===== src/rtl/rom_streamer.sv =====
// Address sequencer and valid/ready stream adapter for a 1-cycle-latency 8-bit ROM.
// Optional XOR checksum of accepted beats enabled by defining ROM_STREAMER_CSUM_EN.
module rom_streamer #(
   parameter int AW = 8,
   parameter int DW = 8
) (
   input  logic          clock,
   input  logic          reset,
   input  logic          start,
   input  logic [AW-1:0] base,
   input  logic [AW:0]   len,
   output logic          busy,
   output logic          done,
   output logic [AW-1:0] rom_addr,
   input  logic [DW-1:0] rom_data,
   output logic          m_valid,
   input  logic          m_ready,
   output logic [DW-1:0] m_data,
   output logic          m_last,
   output logic [DW-1:0] csum
);

   typedef enum logic [1:0] {
      IDLE  = 2'd0,
      RUN   = 2'd1,
      DRAIN = 2'd2
   } state_t;

   localparam logic [AW:0]   CNT_ZERO = {(AW+1){1'b0}};
   localparam logic [AW:0]   CNT_ONE  = {{AW{1'b0}}, 1'b1};
   localparam logic [AW-1:0] ADDR_ONE = {{(AW-1){1'b0}}, 1'b1};

   state_t          state_r;
   logic [AW-1:0]   addr_r;
   logic [AW:0]     issue_cnt_r;
   logic [AW:0]     accept_cnt_r;
   logic            rd_pend_r;
   logic [DW-1:0]   fifo_r [2];
   logic            wr_ptr_r;
   logic            rd_ptr_r;
   logic [1:0]      fifo_cnt_r;
   logic            busy_r;
   logic            done_r;

   logic            pop_s;
   logic            push_s;
   logic            issue_s;
   logic [2:0]      occ_s;

   // Handshake and issue decision; occupancy counts the read still in flight.
   always_comb begin
      pop_s   = (fifo_cnt_r != 2'd0) & m_ready;
      push_s  = rd_pend_r;
      occ_s   = {1'b0, fifo_cnt_r} + {2'b00, rd_pend_r};
      issue_s = 1'b0;
      if ((state_r == RUN) && (issue_cnt_r != CNT_ZERO) &&
          (occ_s < (3'd2 + {2'b00, pop_s}))) begin
         issue_s = 1'b1;
      end else begin
         issue_s = 1'b0;
      end
   end

   // Command FSM, address/beat counters and the 2-entry capture FIFO.
   always_ff @(posedge clock or posedge reset) begin
      if (reset) begin
         state_r      <= IDLE;
         addr_r       <= {AW{1'b0}};
         issue_cnt_r  <= CNT_ZERO;
         accept_cnt_r <= CNT_ZERO;
         rd_pend_r    <= 1'b0;
         fifo_r[0]    <= {DW{1'b0}};
         fifo_r[1]    <= {DW{1'b0}};
         wr_ptr_r     <= 1'b0;
         rd_ptr_r     <= 1'b0;
         fifo_cnt_r   <= 2'd0;
         busy_r       <= 1'b0;
         done_r       <= 1'b0;
      end else begin
         done_r    <= 1'b0;
         rd_pend_r <= issue_s;
         if (issue_s) begin
            addr_r      <= addr_r + ADDR_ONE;
            issue_cnt_r <= issue_cnt_r - CNT_ONE;
         end
         if (push_s) begin
            fifo_r[wr_ptr_r] <= rom_data;
            wr_ptr_r         <= ~wr_ptr_r;
         end
         if (pop_s) begin
            rd_ptr_r     <= ~rd_ptr_r;
            accept_cnt_r <= accept_cnt_r - CNT_ONE;
         end
         fifo_cnt_r <= fifo_cnt_r + {1'b0, push_s} - {1'b0, pop_s};

         case (state_r)
            IDLE: begin
               if (start && (len != CNT_ZERO)) begin
                  addr_r       <= base;
                  issue_cnt_r  <= len;
                  accept_cnt_r <= len;
                  busy_r       <= 1'b1;
                  state_r      <= RUN;
               end else if (start) begin
                  done_r <= 1'b1;
               end
            end
            RUN: begin
               // Zero-count check guards against an impossible stuck RUN.
               if ((issue_s && (issue_cnt_r == CNT_ONE)) || (issue_cnt_r == CNT_ZERO)) begin
                  state_r <= DRAIN;
               end
            end
            DRAIN: begin
               if ((pop_s && (accept_cnt_r == CNT_ONE)) || (accept_cnt_r == CNT_ZERO)) begin
                  busy_r  <= 1'b0;
                  done_r  <= 1'b1;
                  state_r <= IDLE;
               end
            end
            default: begin
               busy_r  <= 1'b0;
               state_r <= IDLE;
            end
         endcase
      end
   end

   assign busy     = busy_r;
   assign done     = done_r;
   assign rom_addr = addr_r;
   assign m_valid  = (fifo_cnt_r != 2'd0);
   assign m_data   = fifo_r[rd_ptr_r];
   assign m_last   = (fifo_cnt_r != 2'd0) & (accept_cnt_r == CNT_ONE);

`ifdef ROM_STREAMER_CSUM_EN
   function automatic logic [DW-1:0] csum_next(input logic [DW-1:0] acc,
                                               input logic [DW-1:0] beat);
      return acc ^ beat;
   endfunction

   logic [DW-1:0] csum_r;

   // Checksum restarts on every accepted command and folds in each handshake.
   always_ff @(posedge clock or posedge reset) begin
      if (reset) begin
         csum_r <= {DW{1'b0}};
      end else if ((state_r == IDLE) && start) begin
         csum_r <= {DW{1'b0}};
      end else if (pop_s) begin
         csum_r <= csum_next(csum_r, fifo_r[rd_ptr_r]);
      end else begin
         csum_r <= csum_r;
      end
   end

   assign csum = csum_r;
`else
   assign csum = {DW{1'b0}};
`endif

endmodule


===== config.mk =====
export PLATFORM = sky130hd
export DESIGN_NAME = rom_streamer
export DESIGN_NICKNAME = d
export VERILOG_FILES = /design/src/rtl/rom_streamer.sv
export SDC_FILE = /design/constraint.sdc
export NUM_CORES = 1
export LEC_CHECK = 0
export CAP_MARGIN = 20
export CORE_MARGIN = 2
export CORE_UTILIZATION = 45
export DETAILED_ROUTE_END_ITERATION = 12
export PLACE_DENSITY_LB_ADDON = 0.08
export SETUP_SLACK_MARGIN = 0.02
export SYNTH_ARGS = -nofsm -noshare
export SYNTH_HDL_FRONTEND = slang
export SYNTH_SLANG_ARGS = --single-unit

===== constraint.sdc =====
create_clock -name clock -period 1.85 [get_ports clock]
set_input_delay 0.185 -clock clock [delete_from_list [all_inputs] [get_ports clock]]
set_output_delay 0.185 -clock clock [all_outputs]
set_load 0.05 [all_outputs]

==> flow_summary.toml <==
[outcome]
status = "complete, but fails checks"
violations = "negative setup slack"

[setup_path]
r2r-start = "accept_cnt_r[2]"
r2r_end = "accept_cnt_r[7]"
arrival_ps = 2010
worstSetupStartpoint = "accept_cnt_r[2]"
critical_path.startpoint_type = "register"
crit_chain = "or3_4 -> or4_4 -> buf_6 -> nor3_4 -> buf_12"
setup.worst_path.end_class = "output pin"
r2r_slack_ps = -300
path_class = "register to output pin"
worst_r2r_path_depth = 6
endpoint = "m_last"
crit_required_ps = 1660
path_max_fanout = 2
slowest_stage = "or4_4"
slowest_delay_ps = 450

[synth]
synth_cells = 259
ys_seq_area_share_pct = 47.5
ys_types = 42
ys_ff_latch = 51
syn_area_per_cell_sq_um = 10.4
syn-cell-area_sq_mm = 0.00269
ys_warn_count = 0

[timing]
finalClockSkew_ps = 11.9
slew_headroom_pct = 66.3
setup_slack_ps = -342
period_needed_ps = 2190
worst_pin_slew_ps = 505
setup_violations = 12
fin_crit_sh_pct = 118
drv_slew = 0
fmax_ghz = 0.456
rsz0062_at_grt = "true"
hold_violations = 0
holdWs_ps = 186

[detailed_routing]
drt-vias-per-instance = 5.26
drt_iter0_drc = 88
routedLengthMet1_microns = 2960
dr_wl_met3_microns = 263
drc_errors = 0
top_layer = "met4"
dr.pass1.iters = 4
ant_nets = 0
via_count = 2319
routedWlPerCell_microns = 14.9
wl_microns = 6580
wl_met2_microns = 3290

[clock_network]
clk_pin_slew_worst_paths_ps = 100
cts.sinks = 51
hold_buffers = 0
htree_levels = 2
cts_buffers = 5
clk_latency_ps = 310
root_buffer = "clkbuf_8"
cts_tree = "yes"
cts_buffer_depth = 2

[die]
ioPinCount = 57
dieArea_sq_mm = 0.00661
fp.dieW_microns = 81.3
start_util_pct = 45.9
rows = 28
die_height_microns = 81.3
core-area_sq_mm = 0.00585

[grt]
track_usage_pct = 20.7
grt_pass1_wl_microns = 10400
first_global_vias = 2250
grt_max_degree = 34
antenna_found_initial = 0
grt_overflow_total = 0

[power]
peakVddDrop_mv = 1.16
leakage_nw = 1.67
powerDensity_mw_per_mm2 = 1940

[place]
placedCellCount = 420
pre_cts_ws_ps = -130
hpwl_microns = 4710
gp_congestion = 0.825
io_buffers = 48
dpl_cell_area_sq_mm = 0.00358

[layout]
area_growth_pct = 49.2
drive_gt1_share_pct = 37.2
diodes = 0
fin_area_sq_mm = 0.00401
stdcell_count = 441
layout.nets = 404

[min_path]
hold_class = "input pin to async pin"

[job]
cap_violations = 0
[synthesized netlist by cell type]
cell type,instances,area (sq um)
clkbuf_1,5,18.8
nor2_1,19,71.3
or4b_2,1,10.0
o31a_1,1,8.76
nor3_2,1,10.0
and2_1,2,12.5
conb_1,1,3.75
nor4b_1,1,8.76
a31oi_1,6,37.5
a21o_1,1,7.51
a211o_1,1,8.76
nor3_1,10,50.1
or3_1,1,6.26
a21oi_1,15,75.1
nor2b_1,1,6.26
nand4b_1,1,8.76
o2111ai_1,1,8.76
buf_4,8,60.1
mux2i_1,1,10.0
o21ai_2,2,17.5
nor3b_1,2,15.0
nand3_1,5,25.0
xnor2_1,16,140
or4_4,1,11.3
ha_1,10,125
mux2_2,24,270
inv_1,10,37.5
or2_2,1,6.26
o41ai_1,1,8.76
dfrtp_1,51,1280
o21ai_0,15,75.1
a22o_1,1,8.76
a2111oi_0,1,8.76
nand4_1,3,18.8
o21a_1,2,15.0
and3_1,1,6.26
o31ai_1,2,15.0
nor4_1,7,43.8
or4_1,3,22.5
xor2_1,5,43.8
nand2b_1,1,6.26
nand2_1,18,67.6
[layer usage]
metal	track usage, %	up-vias
li1	-	1126
met1	27.5	1122
met2	34.8	62
met3	3.67	9
met4	6.10	0
met5	0	-
[through the flow]
step                power [W]  util (%)  setup TNS, ps
floorplan             0.00490         -          -94.6
global placement      0.00629      61.1           -891
detailed placement    0.00638      61.1          -1580
CTS                   0.00747      65.6           -745
global route          0.00832      68.5          -2520
finish                0.00778      68.5          -1570
[power breakdown]
part / internal [W] / switching [W]
Combinational: 0.00222 / 0.00261
Sequential: 0.00169 / 0.000458
Clock: 0.000408 / 0.000389
Total: 0.00432 / 0.00346
[registers in the layout, indices dropped and copies added, names as in the netlist]
register      cells
rd_ptr_r          1
busy              1
fifo_cnt_r        2
issue_cnt_r       9
fifo_r           16
state_r           2
rom_addr          8
accept_cnt_r      9
wr_ptr_r          1
done              1
push_s            1
[repair_timing]
| action | 4_1_cts | 5_1_grt |
|---|---|---|
| resized for setup | 20 | 35 |
| pin swaps | 13 | 23 |
| setup endpoints to repair | 12 | 25 |
| buffers inserted | 9 | 6 |
[worst min-delay path by stage]
| stage | from | endpoint | slack, ps | depth (start not counted) |
|---|---|---|---|---|
| 2_1_floorplan | base[0] | rom_addr[0] | 300 | 2 |
| 3_3_place_gp | busy | busy | 470 | 1 |
| 3_5_place_dp | busy | busy | 480 | 1 |
| 4_1_cts | reset | issue_cnt_r[8] | 200 | 2 |
| 5_1_grt | reset | issue_cnt_r[8] | 230 | 2 |
| 6_report | reset | issue_cnt_r[8] | 190 | 2 |
[area by class of cell]
class	count	area (sq um)
clock buffer	5	68.8
clock inverter	3	46.3
timing repair buffer	105	950
tap	75	93.8
multi-input combinational	192	1530
fill	466	1840
sequential	51	1280
inverter	10	40.0
[placed cells by master (no fill, tap or decap), drive strengths merged, types with 2 or more instances in the layout]
master and n:
a21oi 15, a31oi 6, and2 2, buf 67, clkbuf 5, clkdlybuf4s50 37
conb 8, dfrtp 51, ha 10, inv 11, mux2 24, nand2 18
nand3 5, nand4 3, nor2 19, nor3 11, nor3b 2, nor4 7
o21a 2, o21ai 17, o31ai 2, or4 4, xnor2 16, xor2 5
[worst max-delay path, delay by kind of cell, from the launching register on]
kind,cells,cell delay [ps]
and+or+nand+nor,3,990
buffers and inverters,2,300
DFF,1,400
[kinds of logic (layout without fill, tap and decap cells)]
| kind of cell | after synthesis | after routing | synth area share [%] |
|---|---|---|---|
| multiplexers | 25 | 25 | 10.4 |
| XOR/XNOR | 21 | 21 | 6.84 |
| AND/OR/NAND/NOR | 79 | 79 | 15.1 |
| adder cells (fa/ha/maj) | 10 | 10 | 4.66 |
| flip-flops | 51 | 51 | 47.5 |
| AO/OA/AOI/OAI | 49 | 49 | 11.0 |
| other | 1 | 8 | 0.140 |
| buffers and inverters | 23 | 123 | 4.33 |
No activity file was read; power rests on OpenSTA's default activity.
